### src/rtl/sck_burst_gen_pkg.sv
// Shared types and default widths for the serial-clock burst generator.
package sck_burst_gen_pkg;

    typedef enum logic {
        ST_IDLE = 1'b0,
        ST_RUN  = 1'b1
    } state_t;

    localparam int DEF_DIV_W = 16;
    localparam int DEF_CNT_W = 8;

endpackage

### src/rtl/sck_prescaler.sv
// Half-period prescaler: counts 0..div_i while enabled and flags the wrap cycle.
module sck_prescaler
    import sck_burst_gen_pkg::*;
#(
    parameter int DIV_W = DEF_DIV_W
) (
    input  logic             clk_i,
    input  logic             rst_i,
    input  logic             clear_i,
    input  logic             en_i,
    input  logic [DIV_W-1:0] div_i,
    output logic             tc_o
);

    logic [DIV_W-1:0] cnt_q;

    // Terminal count is compared, never reached by overflow, so div_i at full scale wraps cleanly.
    assign tc_o = en_i && (cnt_q == div_i);

    always_ff @(posedge clk_i or posedge rst_i) begin
        if (rst_i) begin
            cnt_q <= '0;
        end else if (clear_i) begin
            cnt_q <= '0;
        end else if (en_i) begin
            cnt_q <= tc_o ? '0 : cnt_q + DIV_W'(1);
        end
    end

endmodule

### src/rtl/sck_burst_gen.sv
// Programmable serial-clock generator with CPOL, burst length / free-run and
// graceful stop; all outputs come straight from registers.
module sck_burst_gen
    import sck_burst_gen_pkg::*;
#(
    parameter int DIV_W = DEF_DIV_W,
    parameter int CNT_W = DEF_CNT_W
) (
    input  logic             clk_fpga,
    input  logic             rst,
    input  logic             start,
    input  logic             stop,
    input  logic [DIV_W-1:0] div,
    input  logic             cpol,
    input  logic [CNT_W-1:0] n_cycles,
    output logic             sck,
    output logic             sck_lead,
    output logic             sck_trail,
    output logic             busy,
    output logic             done
);

    state_t           state_q;
    logic [DIV_W-1:0] div_q;
    logic             cpol_q;
    logic [CNT_W-1:0] ncyc_q;
    logic [CNT_W-1:0] periods_q;
    logic [CNT_W-1:0] periods_d;
    logic             stop_pend_q;
    logic             sck_q;
    logic             lead_q;
    logic             trail_q;
    logic             done_q;
    logic             tc;
    logic             stop_req;
    logic             sck_active;

    sck_prescaler #(
        .DIV_W (DIV_W)
    ) u_prescaler (
        .clk_i   (clk_fpga),
        .rst_i   (rst),
        .clear_i (state_q == ST_IDLE),
        .en_i    (state_q == ST_RUN),
        .div_i   (div_q),
        .tc_o    (tc)
    );

    assign periods_d  = periods_q + CNT_W'(1);
    assign stop_req   = stop || stop_pend_q;
    assign sck_active = sck_q ^ cpol_q;

    // A stop seen while sck rests at idle ends the burst at once, pre-empting any lead toggle;
    // with sck active it waits for the trailing toggle so the last period stays whole.
    always_ff @(posedge clk_fpga or posedge rst) begin
        if (rst) begin
            state_q     <= ST_IDLE;
            div_q       <= '0;
            cpol_q      <= 1'b0;
            ncyc_q      <= '0;
            periods_q   <= '0;
            stop_pend_q <= 1'b0;
            sck_q       <= 1'b0;
            lead_q      <= 1'b0;
            trail_q     <= 1'b0;
            done_q      <= 1'b0;
        end else begin
            lead_q  <= 1'b0;
            trail_q <= 1'b0;
            done_q  <= 1'b0;
            unique case (state_q)
                ST_IDLE: begin
                    sck_q <= cpol_q;
                    if (start) begin
                        div_q       <= div;
                        cpol_q      <= cpol;
                        ncyc_q      <= n_cycles;
                        sck_q       <= cpol;
                        periods_q   <= '0;
                        stop_pend_q <= 1'b0;
                        state_q     <= ST_RUN;
                    end
                end
                ST_RUN: begin
                    if (stop) begin
                        stop_pend_q <= 1'b1;
                    end
                    if (stop_req && !sck_active) begin
                        state_q     <= ST_IDLE;
                        done_q      <= 1'b1;
                        stop_pend_q <= 1'b0;
                    end else if (tc) begin
                        sck_q <= ~sck_q;
                        if (!sck_active) begin
                            lead_q <= 1'b1;
                        end else begin
                            trail_q   <= 1'b1;
                            periods_q <= periods_d;
                            if (stop_req || (ncyc_q != '0 && periods_d == ncyc_q)) begin
                                state_q     <= ST_IDLE;
                                done_q      <= 1'b1;
                                stop_pend_q <= 1'b0;
                            end
                        end
                    end
                end
                default: state_q <= ST_IDLE;
            endcase
        end
    end

    assign sck       = sck_q;
    assign sck_lead  = lead_q;
    assign sck_trail = trail_q;
    assign busy      = (state_q == ST_RUN);
    assign done      = done_q;

endmodule

### config.mk
export PLATFORM = sky130hd
export DESIGN_NAME = sck_burst_gen
export DESIGN_NICKNAME = d
export VERILOG_FILES = /design/src/rtl/sck_burst_gen_pkg.sv /design/src/rtl/sck_prescaler.sv /design/src/rtl/sck_burst_gen.sv
export SDC_FILE = /design/constraint.sdc
export NUM_CORES = 1
export LEC_CHECK = 0
export ABC_AREA = 1
export CORE_MARGIN = 5
export CORE_UTILIZATION = 50
export DETAILED_ROUTE_END_ITERATION = 16
export PLACE_DENSITY = 0.8
export SYNTH_ARGS = -nofsm -noshare
export SYNTH_HDL_FRONTEND = slang
export SYNTH_SLANG_ARGS = --single-unit
### constraint.sdc
create_clock -name clk_fpga -period 1.9 [get_ports clk_fpga]
set_input_delay 0.38 -clock clk_fpga [delete_from_list [all_inputs] [get_ports clk_fpga]]
set_output_delay 0.38 -clock clk_fpga [all_outputs]
set_load 0.03 [all_outputs]
Word level (Yosys, flattened, before mapping)

Index checks and enable logic that the tools add are counted.

Bits in registers: 55
Input bits: 29
Output and inout bits: 5

$add $sub $neg: 2
Equality and inequality tests: 6
Reductions and logical operators: 10
Multiplexer cells: 37
Bitwise operators: 3

Operator list:

| cell                  | number |
|---|---|
| $mux 16               | 2 |
| $mux 8                | 4 |
| $mux 1                | 27 |
| $add 16x1->16 const B | 1 |
| $eq 16x16->1          | 1 |
| $pmux 8 s2            | 1 |
| $add 8x1->8 const B   | 1 |
| $eq 8x8->1            | 1 |
| $reduce_bool 8->1     | 1 |
| $pmux 1 s2            | 3 |
| $ne 2x1->1 const B    | 2 |
| $ne 2x2->1 const B    | 2 |
| $reduce_and 2->1      | 2 |
| $reduce_and 4->1      | 1 |
| $logic_and 1x1->1     | 3 |
| $logic_or 1x1->1      | 2 |
| $not 1->1             | 2 |
| $logic_not 1->1       | 1 |
| $xor 1x1->1           | 1 |

Depth between registers and ports, before layout

Depth in word-level cells: 9
Mapped depth: 12
Depth with buffers taken out: 12

Hierarchy

Synthesis repeated with hierarchy kept, for this count alone.

Cells, all modules: 436
Area total of the unflattened synthesis: 3135.5 um2

By module, submodules not included:

| module        | area an instance (um2) | times used | cells each | sequential area each (um2) |
|---|---|---|---|---|
| sck_burst_gen | 1854.3                 | 1          | 237        | 975.9 |
| sck_prescaler | 1281.2                 | 1          | 199        | 400.4 |

Least setup slack after synthesis

OpenSTA, ideal clock, no wires.

Kind: reg2reg
From: reg u_prescaler.cnt_q[0]
To: reg u_prescaler.cnt_q[12]
Slack: 0.329 ns
Arrival time: 1.450 ns
Stages on the path, launching flop included: 11
Path through: dfrtp_1 -> ha_1 -> nand3_2 -> nor2_4 -> nand2_2 -> nor2_2 -> nand3_2 -> nor2_4 -> nand2_2 -> o211ai_1 -> inv_1

Longest elaborated chain between the ends: 4

RTL lines:

| item                                                  | RTL line            | RTL |
|---|---|---|
| from (decl)                                           | sck_prescaler.sv:15 | `logic [DIV_W-1:0] cnt_q;` |
| from (signal assigned)                                | sck_prescaler.sv:26 | `cnt_q <= tc_o ? '0 : cnt_q + DIV_W'(1);` |
| branches (longest 2 deep; another with $add 16x1->16) | -                   |  |
| $mux 16 *                                             | sck_prescaler.sv:26 |  |
| $mux 16 *                                             | sck_prescaler.sv:23 | `end else if (clear_i) begin` |

Mark *: on every way between the ends.
A chain may end at the register's enable or synchronous reset.

Final worst setup path

From: reg sck_q (netlist: sck)
To: out sck

RTL lines:

| item                   | RTL line            | RTL |
|---|---|---|
| from (decl)            | sck_burst_gen.sv:30 | `logic sck_q;` |
| from (signal assigned) | sck_burst_gen.sv:73 | `sck_q <= cpol_q;` |
| from (signal assigned) | sck_burst_gen.sv:78 | `sck_q <= cpol;` |
| from (signal assigned) | sck_burst_gen.sv:93 | `sck_q <= ~sck_q;` |
| to (decl)              | sck_burst_gen.sv:16 | `output logic sck,` |

No word-level cell between the ends.

==> run_results.csv <==
group,metric,value,unit
drt,post_drt_wl_per_cell,12.58,µm
timing,finalSetupViolCount,0,
grt,grt_usage,0.1836,
grt,grt_pass1_vias,2488,
cells_and_area,syn_to_final_growth,20.92,%
floorplan,initial_core_util,0.5080,
timing,max_freq,554.0,MHz
synthesis,synth.largest_area_cell,"dfrtp_1",
drt,drc,0,
critical_path,cp_slowest_cell,"clkdlybuf4s50_1",
critical_path,end_kind,"primary output",
clock_network,cts.clk_slew.worst_paths,100,ps
cells_and_area,n_antenna_cell,0,
timing,setup_slack,94.82,ps
timing,post-route-min-period,1805,ps
floorplan,fp.dieArea,7546,µm²
grt,grt-ovfl-total,0,
place,dp_hpwl,4.661,mm
critical_path,worstPathCellList,"clkdlybuf4s50_1",
power,p_per_area,1173,nW/µm²
critical_path,timing.rr.end,"done",
place,placedCellCount,497,
place,port-buffer-count,33,
clock_network,cts_tree,"built",
critical_path,worst-path-buf-inv,1,
cells_and_area,nNetsFinal,465,
min_path,hp-class,"primary input to asynchronous set/reset pin",
drt,met1_length,2.850,mm
synthesis,synth_warnings,0,
critical_path,cp_top_family,"buffers and inverters",
grt,grt_max_degree,56,
synthesis,synthFlopType,"dfrtp_1",
job,cap_violations,0,
grt,antenna_found_initial,0,
synthesis,yosys-top-cells-area,"dfrtp_1 (47%), nand2_1 (17%), inv_1 (6.4%), nand3_1 (4.6%), xor2_1 (4.4%)",
drt,top_layer,"met4",
place,place_congestion,0.8964,
drt,dr.pass1.iters,4,
clock_network,cts_made_buffers,5,
critical_path,regToRegSetupSlack,150,ps
timing,hold_viol,0,
critical_path,path_class,"register to primary output",
clock_network,htreeDepth,2,
place,place_area,3398,µm²
cells_and_area,stdcell_count,510,
power,peakVddDrop,0.6828,mV
timing,setup_tns,0,ps
timing,finalMaxSlewViolations,0,
cells_and_area,drive_gt1_frac,0.1057,
timing,worstMarginPinSlew,393.2,ps
drt,dr_wl_met2,3.172,mm
power,power.total,4.191,mW
clock_network,clock_sinks,55,
synthesis,synth-edff-count,0,
drt,ant_nets,0,
drt,wl,6.417,mm
drt,wl_met3,263,µm
critical_path,crit_required,1520,ps
synthesis,syn_inst,392,
cells_and_area,design_area,3572,µm²
floorplan,die_w,86.87,µm
clock_network,root_buffer,"clkbuf_8",
floorplan,fp.dieH,86.87,µm
cells_and_area,fillers,525,
floorplan,rows,28,
clock_network,clockBufferDepth,2,
synthesis,yosys.area.top_type_share,0.4659,
synthesis,yosysMostFrequentCell,"nand2_1",
power,p_leak,1.788,nW
timing,rsz0062_at_grt,"no",
critical_path,arrival,1430,ps
timing,slew_headroom,0.7355,
synthesis,netlist_area,2954,µm²
floorplan,coreArea,5816,µm²
critical_path,timing.rr.start,"periods_q[0]",
drt,drt_iter0_markers,101,
synthesis,seq_area_frac_synth,0.4659,
synthesis,synth_fp_nets,423,
synthesis,synthArstFlopShare,1.000,
synthesis,ys_types,30,
critical_path,cp-start-kind,"register",
timing,skew,14.83,ps
drt,vias,2578,
critical_path,reg2reg_depth,10,
clock_network,clock_latency,320,ps
synthesis,synth_seq_cells,55,
place,pre_cts_ws,155.9,ps
critical_path,path_max_fanout,5,
critical_path,max_stage_delay,690,ps
synthesis,syn_avg_cell_area,7.536,µm²
cells_and_area,fin_util,0.6142,
outcome,status,"completed",
drt,via_per_inst,5.055,
timing,period_share,0.9501,
floorplan,top_level_ports,34,
timing,whs,411.2,ps
grt,grt_first_pass_wirelength,10.87,mm
synthesis,synth_common_cells,"nand2_1 (130), dfrtp_1 (55), inv_1 (50), nor2_1 (33), nand3_1 (27)",
[cell families after synthesis]
group,Yosys count,share of synthesized area
AND/OR/NAND/NOR,224,0.3321
flip-flops,55,0.4659
adder cells (fa/ha/maj),2,0.008470
AO/OA/AOI/OAI,33,0.06184
buffers and inverters,62,0.08428
XOR/XNOR,16,0.04744
[cell type report]
type	instances	area [µm²]	share of cell area
Clock buffer	6	82.58	0.02312
Clock inverter	2	16.27	0.004553
Inverter	51	193.9	0.05429
Multi-Input combinational cell	275	1366	0.3825
Sequential cell	55	1379	0.3860
Tap cell	75	93.84	0.02627
Timing Repair Buffer	46	440.4	0.1233
[report_power, final]
group / switching, mW / internal, mW / total [mW]
Clock: 0.398 / 0.298 / 0.696
Combinational: 0.982 / 0.661 / 1.64
Sequential: 0.315 / 1.54 / 1.85
[worst max-delay path by stage]
| stage | cells past startpoint | to | start |
|---|---|---|---|
| 3_3_place_gp | 12 | busy | periods_q[0] |
| 2_1_floorplan | 1 | busy | rst |
| 3_5_place_dp | 10 | u_prescaler.cnt_q[12] | u_prescaler.cnt_q[0] |
| 5_1_grt | 10 | periods_q[7] | u_prescaler.cnt_q[1] |
| 6_report | 1 | sck | sck |
| 4_1_cts | 1 | sck | sck |
[state kept, by name, summed over array words and instances, names as in the netlist, 8 cells and up]
| register | flops |
|---|---|
| div_q | 16 |
| u_prescaler.cnt_q | 16 |
| ncyc_q | 8 |
| periods_q | 8 |
[routing by layer]
layer,global-route usage,vias to the layer above
li1,-,1303
met1,0.2201,1201
met2,0.3202,60
met3,0.03122,14
met4,0.08357,0
met5,0,-
[worst min-delay path, stage by stage]
cell	delay, ps
clkdlybuf4s50_1	410
inv_2	70
buf_12	270
[cell usage in the layout (no fill, tap or decap), types with 2 or more instances in the layout]
cell type / count
a21oi_1: 7
and2_1: 2
buf_4: 12
clkbuf_8: 6
clkdlybuf4s50_1: 33
dfrtp_1: 53
dfrtp_2: 2
inv_1: 49
nand2_1: 130
nand2_2: 4
nand2_4: 2
nand3_1: 27
nand3_2: 2
nand4_1: 8
nor2_1: 32
nor2_2: 5
nor2_4: 4
nor3_1: 4
nor4_1: 2
o21ai_0: 18
o21ai_1: 2
o31ai_1: 2
xor2_1: 15
[timing repair]
item / CTS / global route
hold buffers: 0 / 0
setup endpoints to repair: 0 / 12
setup buffers: 0 / 5
resized for setup: 0 / 8
Note: power is estimated with default switching activity, not from simulation.
==> variant, RTL diff (config.mk and constraints unchanged) <==
Change the package constant `DEF_DIV_W` from 16 to 18.
--- a/src/rtl/sck_burst_gen_pkg.sv
+++ b/src/rtl/sck_burst_gen_pkg.sv
@@ -7,5 +7,5 @@
     } state_t;
 
-    localparam int DEF_DIV_W = 16;
+    localparam int DEF_DIV_W = 18;
     localparam int DEF_CNT_W = 8;
 
Ports: changed (resized div); port bits go from 34 to 36. The function was not compared with the original's and may differ.
==> variant against the original RTL <==
  * Total power rose by 21%
  * Combinational power increased by 16%
  * Sequential cell count is 4 higher
  * First-iteration DRC count increased by 25%
  * Routed wire length grew 10%
  * Setup slack lost 0.031 ns
  * Synthesized area grew 9.5%
  * Design area is 10% higher
  * Via count is 9.4% higher
  * Fmax down 1.7%
  * Non-clock buffer count decreased by 1
==> variant: results (changes against the original RTL) <==
clocking:
  htreeDepth: 3  # +1
  clk_latency_ns: 0.35  # +0.03 ns
  numCtsBuffers: 9  # +4
route:
  wire_per_inst_um: 12.7  # +0.94%
  met3_length_um: 266  # +1.1%
  drtIter0Drc: 126  # +25%
  num_vias: 2820  # +9.4%
yosys:
  synth_nets: 461  # +9.0%
  yosys-top-cells-count: "nand2_1, dfrtp_1, nor2_1"
finish:
  seq_area_mm2: 0.00148  # +7.2%
  clkCellAreaFrac_pct: 5.30  # +2.5 points
  utilization_pct: 62.4  # +0.96 points
  drive_above_1_share_pct: 10.2  # -0.37 points
  n_all_buffers: 45  # -2.2%
  buffer_area_share_pct: 11.4  # -0.93 points
critical_path:
  worstRegToRegCells: 12  # +2
  rr_endpoint: "periods_q[1]"
  arrival_ns: 1.46  # +0.03 ns
grt:
  grt_max_degree: 60  # +7.1%
  grt_use_met2_pct: 31.2  # -0.86 points
  grt_pass1_wl_mm: 12.0  # +11%
power_and_ir_drop:
  pwr-share-clk_pct: 24.1  # +7.5 points
  combPwrFrac_pct: 37.5  # -1.7 points
  ir_drop_uv: 748  # +9.6%
outcome:
  status: "finished clean"
placed_design:
  placed_area_mm2: 0.00373  # +9.8%
  dpl.cell_count: 541  # +8.9%
  io_buffer_count: 35  # +6.1%
timing:
  whs_ns: 0.413  # +0.00156 ns
==> variant: cell count changes in the layout (fill, tap and decap cells not counted), sizes merged, moves of 4 or more <==
cell    before  now
nand2      136  156
nor2        41   52
nand3       30   21
nand4        8   17
clkbuf       6   11
xnor2        1    6
clkinv       1    5
dfrtp       55   59
==> variant: logic make-up after synthesis <==
kind of cell / after synthesis
buffers and inverters: 60
and+or+nand+nor: 258
DFF: 59
adders and majority gates: 2
xor gates and xnor gates: 21
AOI/OAI and AO/OA: 28
==> variant: how the worst max path moves through the flow <==
stage	start	end	slack, ns	cells after the start
2_1_floorplan	rst	busy	0.06	1
6_report	sck	sck	0.06	1
3_3_place_gp	u_prescaler.cnt_q[11]	periods_q[1]	0.22	12
3_5_place_dp	u_prescaler.cnt_q[11]	periods_q[1]	0.19	12
5_1_grt	u_prescaler.cnt_q[11]	periods_q[1]	0.009	12
4_1_cts	sck	sck	0.05	1
